===== src/rtl/text_write_sched_if.sv =====
// text_write_sched_if
// Bundles the two requester valid/ready/data channels and the text buffer
// write port of the OLED text write scheduler.
//   req0_valid/req0_data/req0_ready : requester 0 character channel
//   req1_valid/req1_data/req1_ready : requester 1 character channel
//   wr_en/wr_addr/wr_data           : registered text buffer write port
// Modports:
//   slave  : scheduler side (accepts characters, drives the write port)
//   master : requester/observer side
`timescale 1ns/1ps
interface text_write_sched_if;
    logic       req0_valid;
    logic [7:0] req0_data;
    logic       req0_ready;
    logic       req1_valid;
    logic [7:0] req1_data;
    logic       req1_ready;
    logic       wr_en;
    logic [5:0] wr_addr;
    logic [7:0] wr_data;

    modport slave (
        input  req0_valid, req0_data, req1_valid, req1_data,
        output req0_ready, req1_ready, wr_en, wr_addr, wr_data
    );

    modport master (
        output req0_valid, req0_data, req1_valid, req1_data,
        input  req0_ready, req1_ready, wr_en, wr_addr, wr_data
    );
endinterface


===== src/rtl/text_write_sched.sv =====
// text_write_sched
// Write scheduler for the 4x16 character text buffer of the OLED text path.
// Round-robin arbitrates two character streams, keeps the cursor, interprets
// newline / backspace / form feed, and runs 64-cycle full-screen clear sweeps.
// Ports:
//   clk      : system clock, rising edge
//   rst_btn  : asynchronous active-low reset
//   bus      : requester handshakes + registered write port (slave modport)
//   clr_req  : clear-screen request, sampled every cycle while idle
//   cursor   : current cursor position {row[1:0], col[3:0]}
//   busy     : high while a clear sweep is running
`timescale 1ns/1ps
module text_write_sched #(
    parameter logic [7:0] FILL_CHAR = 8'h20
) (
    input  logic                      clk,
    input  logic                      rst_btn,
    text_write_sched_if.slave         bus,
    input  logic                      clr_req,
    output logic [5:0]                cursor,
    output logic                      busy
);

    typedef enum logic {
        CLEAR = 1'b0,
        IDLE  = 1'b1
    } state_t;

    state_t     state;
    logic [5:0] sweepIdx;
    logic [5:0] cursorReg;
    logic       wrEnReg;
    logic [5:0] wrAddrReg;
    logic [7:0] wrDataReg;
    logic       lastGrant;   // 1: requester 1 was served last, so requester 0 wins a tie

    logic       grant0;
    logic       grant1;
    logic [7:0] charIn;
    logic [5:0] backCursor;
    logic [1:0] nextRow;
    logic       isPrintable;

    // Readys are combinational so a character is taken in the same cycle it
    // is offered; a clear request or running sweep blocks both channels.
    always_comb begin
        grant0 = 1'b0;
        grant1 = 1'b0;
        if (state == IDLE && !clr_req) begin
            if (bus.req0_valid && bus.req1_valid) begin
                grant0 = lastGrant;
                grant1 = !lastGrant;
            end else begin
                grant0 = bus.req0_valid;
                grant1 = bus.req1_valid;
            end
        end
    end

    always_comb begin
        charIn      = grant1 ? bus.req1_data : bus.req0_data;
        backCursor  = (cursorReg == 6'd0) ? 6'd0 : cursorReg - 6'd1;
        nextRow     = cursorReg[5:4] + 2'd1;
        isPrintable = (charIn >= 8'h20) && (charIn <= 8'h7E);
    end

    always_ff @(posedge clk or negedge rst_btn) begin
        if (!rst_btn) begin
            state     <= CLEAR;
            sweepIdx  <= 6'd0;
            cursorReg <= 6'd0;
            wrEnReg   <= 1'b0;
            wrAddrReg <= 6'd0;
            wrDataReg <= FILL_CHAR;
            lastGrant <= 1'b1;
        end else begin
            wrEnReg <= 1'b0;
            case (state)
                CLEAR: begin
                    // clr_req is deliberately not looked at here: a sweep in
                    // progress is neither restarted nor extended.
                    wrEnReg   <= 1'b1;
                    wrAddrReg <= sweepIdx;
                    wrDataReg <= FILL_CHAR;
                    sweepIdx  <= sweepIdx + 6'd1;
                    if (sweepIdx == 6'd63) begin
                        state     <= IDLE;
                        cursorReg <= 6'd0;
                    end
                end
                IDLE: begin
                    if (clr_req) begin
                        state    <= CLEAR;
                        sweepIdx <= 6'd0;
                    end else if (grant0 || grant1) begin
                        lastGrant <= grant1;
                        if (isPrintable) begin
                            wrEnReg   <= 1'b1;
                            wrAddrReg <= cursorReg;
                            wrDataReg <= charIn;
                            cursorReg <= cursorReg + 6'd1;
                        end else if (charIn == 8'h0A) begin
                            cursorReg <= {nextRow, 4'd0};
                        end else if (charIn == 8'h08) begin
                            wrEnReg   <= 1'b1;
                            wrAddrReg <= backCursor;
                            wrDataReg <= FILL_CHAR;
                            cursorReg <= backCursor;
                        end else if (charIn == 8'h0C) begin
                            state    <= CLEAR;
                            sweepIdx <= 6'd0;
                        end
                        // any other code is consumed without effect
                    end
                end
                default: begin
                    state    <= CLEAR;
                    sweepIdx <= 6'd0;
                end
            endcase
        end
    end

    assign bus.req0_ready = grant0;
    assign bus.req1_ready = grant1;
    assign bus.wr_en      = wrEnReg;
    assign bus.wr_addr    = wrAddrReg;
    assign bus.wr_data    = wrDataReg;
    assign cursor         = cursorReg;
    assign busy           = (state == CLEAR);

endmodule


===== src/flat_wrapper.sv =====
// flat-port wrapper written by rule: the top's interface ports become plain ports
module text_write_sched_flat 
#(
    parameter logic [7:0] FILL_CHAR = 8'h20
)
  (clk, rst_btn, clr_req, cursor, busy, bus_req0_valid, bus_req0_data, bus_req1_valid, bus_req1_data, bus_req0_ready, bus_req1_ready, bus_wr_en, bus_wr_addr, bus_wr_data);
  text_write_sched_if bus_i ();
  input  logic clk;
  input  logic rst_btn;
  input  logic clr_req;
  output logic [5:0] cursor;
  output logic busy;
  input wire logic [$bits(bus_i.req0_valid)-1:0] bus_req0_valid;
  input wire logic [$bits(bus_i.req0_data)-1:0] bus_req0_data;
  input wire logic [$bits(bus_i.req1_valid)-1:0] bus_req1_valid;
  input wire logic [$bits(bus_i.req1_data)-1:0] bus_req1_data;
  output wire logic [$bits(bus_i.req0_ready)-1:0] bus_req0_ready;
  output wire logic [$bits(bus_i.req1_ready)-1:0] bus_req1_ready;
  output wire logic [$bits(bus_i.wr_en)-1:0] bus_wr_en;
  output wire logic [$bits(bus_i.wr_addr)-1:0] bus_wr_addr;
  output wire logic [$bits(bus_i.wr_data)-1:0] bus_wr_data;
  assign bus_i.req0_valid = bus_req0_valid;
  assign bus_i.req0_data = bus_req0_data;
  assign bus_i.req1_valid = bus_req1_valid;
  assign bus_i.req1_data = bus_req1_data;
  assign bus_req0_ready = bus_i.req0_ready;
  assign bus_req1_ready = bus_i.req1_ready;
  assign bus_wr_en = bus_i.wr_en;
  assign bus_wr_addr = bus_i.wr_addr;
  assign bus_wr_data = bus_i.wr_data;
  text_write_sched #(.FILL_CHAR(FILL_CHAR)) u_core (.clk(clk), .rst_btn(rst_btn), .bus(bus_i), .clr_req(clr_req), .cursor(cursor), .busy(busy));
endmodule

===== config.mk =====
export PLATFORM = sky130hd
export DESIGN_NAME = text_write_sched_flat
export DESIGN_NICKNAME = d
export VERILOG_FILES = /design/src/rtl/text_write_sched_if.sv /design/src/rtl/text_write_sched.sv /design/src/flat_wrapper.sv
export SDC_FILE = /design/constraint.sdc
export NUM_CORES = 1
export LEC_CHECK = 0
export ABC_AREA = 1
export BUFFER_PORTS_ARGS = -buffer_cell sky130_fd_sc_hd__buf_4
export CORE_MARGIN = 4
export CORE_UTILIZATION = 35
export CTS_BUF_LIST = sky130_fd_sc_hd__clkbuf_4 sky130_fd_sc_hd__clkbuf_8 sky130_fd_sc_hd__clkbuf_16
export CTS_CLUSTER_DIAMETER = 150
export DETAILED_ROUTE_END_ITERATION = 8
export PLACE_DENSITY_LB_ADDON = 0.15
export SYNTH_ARGS = -nofsm -noshare
export SYNTH_HDL_FRONTEND = slang
export SYNTH_SLANG_ARGS = --single-unit

===== constraint.sdc =====
create_clock -name clk -period 3.33 [get_ports clk]
set_input_delay 0 -clock clk [delete_from_list [all_inputs] [get_ports clk]]
set_output_delay 0 -clock clk [all_outputs]
set_load 0.05 [all_outputs]

==> metrics.yaml <==
clock_network:
  cts_buffers: 5
  cts_sinks: 29
  cts_resized: 0
  h-tree-depth: 2
  cts_buffer_depth: 2
  clk_latency_ns: 0.28
  cts_root_buffer: "clkbuf_8"
  clkTransAtPathRegs_ns: 0.06
  postCtsHoldBufs: 1
  tritoncts: "yes"
  post-cts-setup-buffers: 0
worst_setup_path:
  worst-setup-path-type: "reg2reg"
  required_ns: 3.52
  crit_arrival_ns: 2.95
  cp-start-kind: "flip-flop"
  reg2reg_depth: 12
  end_kind: "flip-flop"
  path_max_fanout: 20
finish:
  fillerInstances: 625
  fin_cells: 424
  num_antenna_cells: 0
  postLayoutCellArea_um2: 2530
  fin_util: 0.450
  drive_gt1_frac: 0.188
  fin_nets: 377
  area_growth_pct: 22.1
grt:
  grt_use_total: 0.158
  grt.overflow.total: 0
  antenna_found_initial: 0
  grt_max_degree: 30
  grt_pass1_vias: 1965
  grt_pass1_wl_mm: 9.19
synthesis:
  synthArstFlopShare: 1.00
  synth_top_area_cell: "dfrtp_1"
  synth_top_cell_area_share: 0.327
  syn_inst: 312
  yosys-top-cells-count: "nand2_1 (108), inv_1 (36), nand3_1 (34)"
  yosysUniqueCellTypes: 30
  ys_warn_count: 0
  synth_nets: 338
  ys_seq_elements: 29
  syn_area_um2: 2070
  syn_area_per_cell_um2: 6.63
  yosysMostFrequentCell: "nand2_1"
  synth_ff_type: "dfrtp_1"
  synth-edff-count: 0
  synth_area_leaders: "dfrtp_1 (33%), nand2_1 (20%), nand3_1 (8.2%), inv_1 (6.5%), nand4_1 (4.2%)"
  ys_seq_area_frac: 0.352
die:
  ios: 45
  dieHeight_um: 84.9
  std_cell_rows: 27
  initial_core_util: 0.369
  die_x_um: 84.9
  dieArea_um2: 7200
  core_area_um2: 5610
run_status:
  status: "complete, no violations"
timing:
  max_freq_mhz: 362
  tns_ns: 0
  finalClockSkew_ns: 0.00728
  final_max_slew_viol_count: 0
  maxSlewHeadroom: 0.559
  hold_ws_ns: 0.122
  rsz0062_at_grt: "false"
  finalCritPeriodShare: 0.830
  fin_crit_ns: 2.76
  setup_viol: 0
  worst_slack_ns: 0.567
  finalHoldViolCount: 0
  max_slew.worst_pin.slew_ns: 0.660
placement:
  dp_slack_ns: 0.634
  dpl_cell_area_um2: 2420
  dp.cells: 415
  io_buffer_count: 44
  dp_hpwl_mm: 4.11
  gp_congestion: 0.877
route:
  viasPerCell: 4.86
  route.vias.total: 2061
  wire_per_inst_um: 12.8
  routed_wirelength_mm: 5.41
  drt_iter0_markers: 247
  final_antenna_net_count: 0
  drtPass1Iterations: 4
  drc: 0
job:
  max_cap_viol_count: 0
power_and_ir_drop:
  peakVddDrop_uv: 509
  power_mw: 2.02
  leakagePower_nw: 1.33
  power_density_nw_per_um2: 800
min_path:
  hp-class: "in2reg"
  holdPathStages: 5
==> cell families (layout without fill, tap and decap cells) <==
kind of cell             count (synthesis)  after routing  share of synthesized area
flip-flops                              29             29                      0.352
AND/OR/NAND/NOR                        193            193                      0.416
XOR/XNOR                                 5              5                     0.0212
buffers and inverters                   52             92                      0.108
adder cells (fa/ha/maj)                  5              5                     0.0302
AO/OA/AOI/OAI                           28             28                     0.0726
==> final cells by class <==
type | instances | area (um2) | share of cell area
Clock buffer | 8 | 97.6 | 0.0386
Inverter | 37 | 139 | 0.0550
Timing Repair Buffer | 47 | 355 | 0.141
Multi-Input combinational cell | 231 | 1120 | 0.442
Tap cell | 72 | 90.1 | 0.0357
Sequential cell | 29 | 728 | 0.288
==> state kept, by name, summed over array words and instances, names as in the netlist <==
name	count
u_core.bus.wr_data	8
u_core.bus.wr_addr	6
u_core.cursor	6
u_core.sweepIdx	6
u_core.bus.wr_en	1
u_core.lastGrant	1
u_core.state	1
==> worst paths after layout <==
kind / from / endpoint / slack, ns
worst max register to register: u_core.lastGrant / u_core.bus.wr_data[1] / 0.57
max in group asynchronous: rst_btn / u_core.lastGrant / 2.82
min in group asynchronous: rst_btn / u_core.bus.wr_addr[5] / 0.19
worst max-delay path: u_core.lastGrant / u_core.bus.wr_data[1] / 0.57
worst min-delay path: bus_req0_data[4] / u_core.bus.wr_data[4] / 0.12
worst min register to register: u_core.bus.wr_data[5] / u_core.bus.wr_data[5] / 0.47
==> placed cells by master (no fill, tap or decap), drive strengths merged <==
master / instances
inv: 37
nand2: 111
nor2: 23
dfrtp: 27
ha: 5
o31ai: 1
buf: 46
nand3: 34
xor2: 4
nand3b: 2
o22ai: 1
nor3: 7
or2: 1
xnor2: 1
a21boi: 1
dfstp: 2
o21ai: 20
a21oi: 5
clkbuf: 8
dlygate4sd3: 1
nand4: 15
==> critical path, stage by stage (launching register included) <==
cell,delay [ns]
dfstp_2,0.53
nand2_1,0.24
nand4_2,0.32
nand2_1,0.08
nand2_1,0.11
nand2_1,0.10
nor2_2,0.12
nand2_2,0.17
nand2_4,0.21
nand3_1,0.09
nand2_1,0.50
nand2_1,0.10
o21ai_1,0.10
==> report_power, final <==
part	switching, mW	total, mW	internal, mW
logic	0.774	1.14	0.363
registers	0.0941	0.569	0.474
clock network	0.130	0.314	0.184
total	0.998	2.02	1.02
==> per-layer routing <==
layer	GRT usage	up-vias	routed length [um]
li1	-	1076	-
met2	0.250	44	2460
met3	0.0282	8	236
met4	0.0561	0	80
met1	0.216	933	2630
met5	0	-	0
No activity file was read; power rests on OpenSTA's default activity.
